File: src/rtl/regfile_wb_arbiter.sv
// Round-robin arbiter for the register file's single write port.
// It also keeps a pending-write scoreboard for long-latency destinations.
module regfile_wb_arbiter #(
    parameter int ADDR_W = 5,
    parameter int DATA_W = 32,
    parameter int NREG   = 32
) (
    input  logic              CLK,
    input  logic              RESET,
    input  logic              A_valid,
    input  logic [ADDR_W-1:0] A_addr,
    input  logic [DATA_W-1:0] A_data,
    output logic              A_ready,
    input  logic              B_valid,
    input  logic [ADDR_W-1:0] B_addr,
    input  logic [DATA_W-1:0] B_data,
    output logic              B_ready,
    input  logic              ISSUE_valid,
    input  logic [ADDR_W-1:0] ISSUE_addr,
    output logic              ISSUE_ready,
    input  logic [ADDR_W-1:0] Q_addr1,
    input  logic [ADDR_W-1:0] Q_addr2,
    output logic              Q_busy1,
    output logic              Q_busy2,
    output logic              REG_write_1,
    output logic [ADDR_W-1:0] REG_address_wr,
    output logic [DATA_W-1:0] REG_data_wb_in1
);

    // pref_q: 0 = A has priority on contention, 1 = B has priority
    logic              pref_q, pref_d;
    logic              reg_we_q, reg_we_d;
    logic [ADDR_W-1:0] reg_addr_q, reg_addr_d;
    logic [DATA_W-1:0] reg_data_q, reg_data_d;
    logic [NREG-1:0]   pending_q, pending_d;
    logic              grant_a, grant_b;
    logic              a_xfer, b_xfer;
    logic              issue_set;

    always_comb begin
        grant_a     = A_valid & (~B_valid | ~pref_q);
        grant_b     = B_valid & (~A_valid | pref_q);
        a_xfer      = grant_a & ~RESET;
        b_xfer      = grant_b & ~RESET;
        ISSUE_ready = ~pending_q[ISSUE_addr] | (ISSUE_addr == '0);
        issue_set   = ISSUE_valid & ISSUE_ready & (ISSUE_addr != '0) & ~RESET;

        pref_d     = pref_q;
        reg_we_d   = 1'b0;
        reg_addr_d = reg_addr_q;
        reg_data_d = reg_data_q;
        if (a_xfer) begin
            pref_d     = 1'b1;
            reg_we_d   = (A_addr != '0);
            reg_addr_d = A_addr;
            reg_data_d = A_data;
        end else if (b_xfer) begin
            pref_d     = 1'b0;
            reg_we_d   = (B_addr != '0);
            reg_addr_d = B_addr;
            reg_data_d = B_data;
        end
    end

    // Per-register scoreboard update; a set in the same cycle as a clear wins.
    generate
        for (genvar gi = 0; gi < NREG; gi++) begin : g_pending
            always_comb begin
                pending_d[gi] = pending_q[gi];
                if (b_xfer && (B_addr == ADDR_W'(gi)))
                    pending_d[gi] = 1'b0;
                if (issue_set && (ISSUE_addr == ADDR_W'(gi)))
                    pending_d[gi] = 1'b1;
            end
        end
    endgenerate

    always_ff @(posedge CLK) begin
        if (RESET) begin
            pref_q     <= 1'b0;
            reg_we_q   <= 1'b0;
            reg_addr_q <= '0;
            reg_data_q <= '0;
            pending_q  <= '0;
        end else begin
            pref_q     <= pref_d;
            reg_we_q   <= reg_we_d;
            reg_addr_q <= reg_addr_d;
            reg_data_q <= reg_data_d;
            pending_q  <= pending_d;
        end
    end

    assign A_ready         = a_xfer;
    assign B_ready         = b_xfer;
    assign REG_write_1     = reg_we_q;
    assign REG_address_wr  = reg_addr_q;
    assign REG_data_wb_in1 = reg_data_q;

    // The in-flight term keeps a register busy until its write lands in the file.
    assign Q_busy1 = (Q_addr1 != '0) &
                     (pending_q[Q_addr1] | (reg_we_q & (reg_addr_q == Q_addr1)));
    assign Q_busy2 = (Q_addr2 != '0) &
                     (pending_q[Q_addr2] | (reg_we_q & (reg_addr_q == Q_addr2)));

endmodule
File: config.mk
export PLATFORM = sky130hd
export DESIGN_NAME = regfile_wb_arbiter
export DESIGN_NICKNAME = d
export VERILOG_FILES = /design/src/rtl/regfile_wb_arbiter.sv
export SDC_FILE = /design/constraint.sdc
export NUM_CORES = 1
export LEC_CHECK = 0
export CORE_AREA = 4 4 91 93
export CTS_BUF_LIST = sky130_fd_sc_hd__clkbuf_16
export DETAILED_ROUTE_END_ITERATION = 7
export DIE_AREA = 0 0 95 97
export DONT_BUFFER_PORTS = 1
export PLACE_DENSITY = 0.75
export SKIP_CTS_REPAIR_TIMING = 1
export SLEW_MARGIN = 5
export SYNTH_ARGS = -nofsm -noshare
export SYNTH_HDL_FRONTEND = slang
export SYNTH_SLANG_ARGS = --single-unit
export TNS_END_PERCENT = 30
File: constraint.sdc
create_clock -name CLK -period 2.1 [get_ports CLK]
set_input_delay 0.105 -clock CLK [delete_from_list [all_inputs] [get_ports CLK]]
set_output_delay 0.105 -clock CLK [all_outputs]
set_load 0.02 [all_outputs]
# Word-level counts from Yosys, hierarchy flattened
# Index checks and enable logic that the tools add are counted.
# op_classes
n_lt_le_gt_ge	3
multipliers	0
n_shift	0
n_bitwise	21
muxes	78
reduce_logical	104
eq_ne	64
add_sub_neg	0
n_div	0
# op_table
cell	count
5-bit equality test, second input constant	32
5-bit by 4-bit equality test with 1-bit output, second input constant	16
1-bit 2-to-1 mux	71
2-bit nonzero test	33
1-bit logical AND	64
32-bit 2-to-1 mux	2
5-bit by 3-bit equality test with 1-bit output, second input constant	8
5-bit nonzero test	5
5-bit by 2-bit equality test with 1-bit output, second input constant	4
5-bit by 6-bit < comparator with 1-bit output, second input constant	3
1-bit binary-select mux with 5-bit select	3
1-bit bitwise AND	11
5-bit by 1-bit equality test with 1-bit output, second input constant	2
5-bit equality test	2
5-bit logical NOT	2
5-bit 2-to-1 mux	2
1-bit inverter	5
1-bit OR	5
# word_totals
ff_bits	71
romBits	0
inputBits	94
mem_bits_rw	0
output_inout_bits	43
latchBits	0
n_memories	0

# Logic depth before layout (Yosys ltp)
# logic_depth
word_depth	9
ltp_mapped	7
mapped_depth_nobuf	6

# Worst setup path after synthesis
# OpenSTA, ideal clock, no wires.
# synth_path
kind	input-to-output
startpoint	input port ISSUE_addr[1]
endpoint	output port ISSUE_ready
path_stages	6
setup_slack_ns	0.187
n_path_buf	2
t_required_ns	1.995
t_arrival_ns	1.808
path_cell_list	clkbuf_1 -> clkbuf_1 -> mux4_2 -> mux4_2 -> o32a_1 -> o21ai_1
# synth_between
elab_chain_len	4
elab_cells_between_ends	5
classes_between	mux (2); bitwise (2); reduce/logical (1)
# synth_lines
item	line_no	text
start, declared	19	input logic [ADDR_W-1:0] ISSUE_addr,
1-bit binary-select mux with 5-bit select	45	ISSUE_ready = ~pending_q[ISSUE_addr] | (ISSUE_addr == '0);
1-bit 2-to-1 mux (not written as such)	45	
1-bit inverter	45	
1-bit OR *	45	
end, declared	20	output logic ISSUE_ready,
# Every way passes the cells marked *; elsewhere a longest branch is shown, timed or not. The select of a mux whose other input is x is not followed.

# Worst setup path in the final report
# layout_path
startpoint	register pref_q
endpoint	register reg_data_q[3] (netlist: REG_data_wb_in1[3])
# layout_between
elab_chain_len	5
elab_cells_between_ends	9
classes_between	mux (1); bitwise (7); reduce/logical (1)
# layout_lines
item	line_no	text
start, declared	31	logic pref_q, pref_d;
start signal, assigned	86	pref_q <= pref_d;
1-bit inverter	41	grant_a = A_valid & (~B_valid | ~pref_q);
1-bit OR	41	
1-bit bitwise AND	41	
1-bit bitwise AND	43	a_xfer = grant_a & ~RESET;
32-bit 2-to-1 mux / 2-bit nonzero test (equally long branches)	-	
end signal, assigned	89	reg_data_q <= reg_data_d;
end, declared	34	logic [DATA_W-1:0] reg_data_q, reg_data_d;
# Parallel ways exist; a longest one is shown, timed or not.
# A chain may end at the register's enable or synchronous reset.

==> flow_results.org <==
** Run status
- Outcome :: finished, violations left
- The checks that failed: negative hold slack, negative setup slack.

** GRT
- GR peak layer :: met2
- Global-route congestion overflow total :: 0
- The via count of the first global-routing pass is 3,653.
- First-pass GRT wire length :: 18,800 um
- In the global route stage, met1 resource usage came out at 0.335.
- Antenna violations before repair :: 0
- Met3 capacity usage during global routing :: 0.0840
- GRT Resource Usage Total :: 0.257
- Entering global routing, the biggest net connects 53 pins.
- For met2 alone, demand over resource in global routing was 0.386.

** Placed design
- Worst-case setup slack after placement :: 203 ps
- Placed Cells :: between 500 and 600
- Count of port buffers added during placement :: 0
- Summed over all nets, the half-perimeter wirelength after detailed placement is 8420 um.
- Final Wtd Congestion :: around 0.92

** Synth
- Cell taking the most area after synthesis :: sky130_fd_sc_hd__dfxtp_1
- Most frequent cell after synthesis :: sky130_fd_sc_hd__nand2_1
- Leading post-synthesis cells by cell area :: sky130_fd_sc_hd__dfxtp_1 35%, sky130_fd_sc_hd__mux4_2 11%, sky130_fd_sc_hd__nand2_1 8.6%
- Combined area of all synthesized cells :: around 0.004 mm2
- Counting flops and latches in the post-synthesis netlist gives 71.
- Distinct cells, synth :: 45
- Yosys mapped a number of flops with a built-in enable equal to 0.
- For this run, asynchronously set or reset flops after synthesis account for 0.
- The most used flip-flop cell after synthesis is sky130_fd_sc_hd__dfxtp_1.
- Counting every net in the synthesized netlist gives 567.
- Count of mapped cells out of synthesis :: 473
- Yosys synthesis warning count :: 0
- Share of Yosys cell area claimed by the top area cell type :: 0.351
- Dividing the synthesized area by the synthesized cell count gives 8.57 um2.
- Post-synthesis sequential area ratio :: 0.351
- In the synthesized netlist, the cells that appear most often are 93 x sky130_fd_sc_hd__nand2_1, 71 x sky130_fd_sc_hd__dfxtp_1, 47 x sky130_fd_sc_hd__nor2_1, 37 x sky130_fd_sc_hd__a311oi_1, 26 x sky130_fd_sc_hd__clkbuf_1.

** Timing
- Setup TNS after final layout :: -23.6 ps
- At the pin with the least slew margin, the transition time is between 700 and 800 ps.
- Subtracting the final worst setup slack from the clock period gives about 2100 ps.
- Tcrit/Tclk final :: 1.01
- Setup repair after global routing could not meet its margin everywhere.
- Headroom to the max-slew limit came out at 0.522.
- Final setup vio count :: 1
- Final hold slack :: -46.0 ps
- Maximum clock frequency :: between 0.4 and 0.5 GHz
- Setup clock skew after layout :: 7.95 ps
- Final hold violation count :: 5
- Worst Slack Setup Final :: -23.6 ps
- Final slew viol count :: 0

** Cells and area
- At the end of the flow, the number of nets in the layout was 620.
- Registers take 0.00142 mm2.
- Fill cells in the final layout number roughly 580.
- Area added between synthesis and finish :: 27.5%
- Antenna diode count :: 0
- Of the cells placed in the final design, the portion with a size suffix greater than 1 is 0.0998.
- Finished Layout Cells :: 633
- Multi-input gate area in the final layout :: 0.00246 mm2

** Power
- Of the total power, the share spent switching nets is 0.269.
- Post-layout total power :: 3520 uW
- Static power due to leakage :: between 0.0015 and 0.002 uW
- Portion of total power attributed to sequential cells :: 0.438
- Of the total power, the clock network draws 0.432.
- Combinational cell fraction of total power :: 0.130
- Power density of the placed cells :: 681 mW/mm2
- Internal power :: 2570 uW
- VDD IR max :: 0.393 mV
- Switching component of the power :: 949 uW

** Clocking
- Library cell used as clock root buffer :: sky130_fd_sc_hd__clkbuf_16
- The H-tree was split into 3 levels.
- Clock tree from TritonCTS :: yes
- The clock net in this run drives a total of 71 sinks.
- Clock-pin slew was measured on the worst setup and hold paths at 60 ps.
- Clock tree synthesis inserted a total of 9 buffers.
- Source-to-sink clock delay at the later pin of the worst-skew pair :: between 300 and 400 ps
- The clock passes through at most 2 buffers.

** Drt
- Dividing the detail-routed wire length by the instance count gives 21.7 um.
- For this block, the initial DRC count from the detailed router was 361.
- In the routed design, unresolved DRC markers number 0.
- Detailed Routing Iterations Pass 1 :: 5
- Wirelength, routed :: 13,700 um
- Number of vias per cell :: 6.63
- In this run the remaining antenna-violating nets after routing total 0.
- Total vias in the final route :: 4,196

** Die
- During I/O placement, the number of pins put on the boundary was 137.
- After floorplanning, the core was divided into 32 placement rows.
- Horizontal extent of the die :: 95 um
- Initial Utilization :: 0.539
- Height of the die :: 97 um
- The die covers between 0.009 and 0.01 mm2.
- Standard cell core area :: approximately 0.0075 mm2

** Setup path
- STA puts the critical path data required time at 2360 ps.
- Largest fanout on the critical path :: 16
- Nature of the critical path endpoint :: register
- Data arrives at the worst endpoint at 2390 ps.
- The worst setup path is launched from a register.
- Category of the critical setup timing path :: reg2reg

** Job
- The tool flagged a number of max-cap violations equal to 0.

** Min path
- Min-delay worst type :: in2reg
-- sequential cells by signal, indices dropped and copies added, names as in the netlist --
signal,cells
REG_data_wb_in1,32
REG_address_wr,5
REG_write_1,1
pref_q,1
pending_q,32
-- cell usage in the layout (no fill, tap or decap), drive strengths merged, types with 2 or more instances in the layout --
cell type and n:
nand2 93, xnor2 2, nor3 7, mux2i 21, inv 8, clkbuf 9, a32o 8, or4 5
a21oi 6, mux4 20, nand4 2, a311oi 37, buf 9, or3 6, o22ai 2, dlygate4sd3 73
nand3 14, a22oi 2, o21ai 23, and3 4, dfxtp 71, nor4 4, clkinv 2, nand3b 4
nor2 47, o211ai 18, xor2 8, nand2b 5, nor2b 4, or2 5
-- kinds of logic (layout without fill, tap and decap cells) --
| kind of cell | after synthesis | after routing | synth area share |
|---|---|---|---|
| AND/OR/NAND/NOR | 201 | 201 | 0.222 |
| AO/OA/AOI/OAI | 104 | 104 | 0.193 |
| flip-flops | 71 | 71 | 0.351 |
| buffers and inverters | 45 | 103 | 0.0472 |
| multiplexers | 42 | 42 | 0.167 |
| XOR/XNOR | 10 | 10 | 0.0216 |
-- power groups by stage --
stage          registers, uW  clock network (uW)  logic (uW)
5_1_grt                 1550                1590         492
2_1_floorplan           1550                   0         297
4_1_cts                 1540                1530         306
3_3_place_gp            1570                   0         296
6_report                1540                1520         457
3_5_place_dp            1570                   0         304
-- worst paths after layout --
check,slack [ps],cells after the start,end,start
max reg2reg,-20,6,REG_data_wb_in1[3],pref_q
min,-50,2,REG_data_wb_in1[31],A_data[31]
min reg2reg,480,1,pref_q,pref_q
max,-20,6,REG_data_wb_in1[3],pref_q
-- routing by layer --
metal	share of wire	up-vias
met5	0	-
met4	0.038	0
met3	0.13	58
met2	0.47	305
met1	0.37	1964
li1	-	1869
-- metrics by stage --
step / cell area (um2) / util
2_1_floorplan: 4060 / -
3_3_place_gp: 4120 / 0.547
3_5_place_dp: 4120 / 0.547
4_1_cts: 4410 / 0.586
5_1_grt: 5170 / 0.687
6_report: 5170 / 0.687
-- final cells by class --
| class | count | area share |
|---|---|---|
| Clock buffer | 9 | 0.0436 |
| Clock inverter | 7 | 0.0138 |
| Multi-Input combinational cell | 357 | 0.475 |
| Inverter | 5 | 0.00363 |
| Tap cell | 102 | 0.0247 |
| Sequential cell | 71 | 0.275 |
| Timing Repair Buffer | 82 | 0.164 |
-- critical path, stage by stage (launching register included) --
cell and delay [ps]:
sky130_fd_sc_hd__dfxtp_1 340, sky130_fd_sc_hd__nand2b_1 140, sky130_fd_sc_hd__nand3_2 200, sky130_fd_sc_hd__inv_2 320
sky130_fd_sc_hd__nand2_1 120, sky130_fd_sc_hd__a311oi_1 320, sky130_fd_sc_hd__dlygate4sd3_1 610
Note: power is estimated with default switching activity, not from simulation.
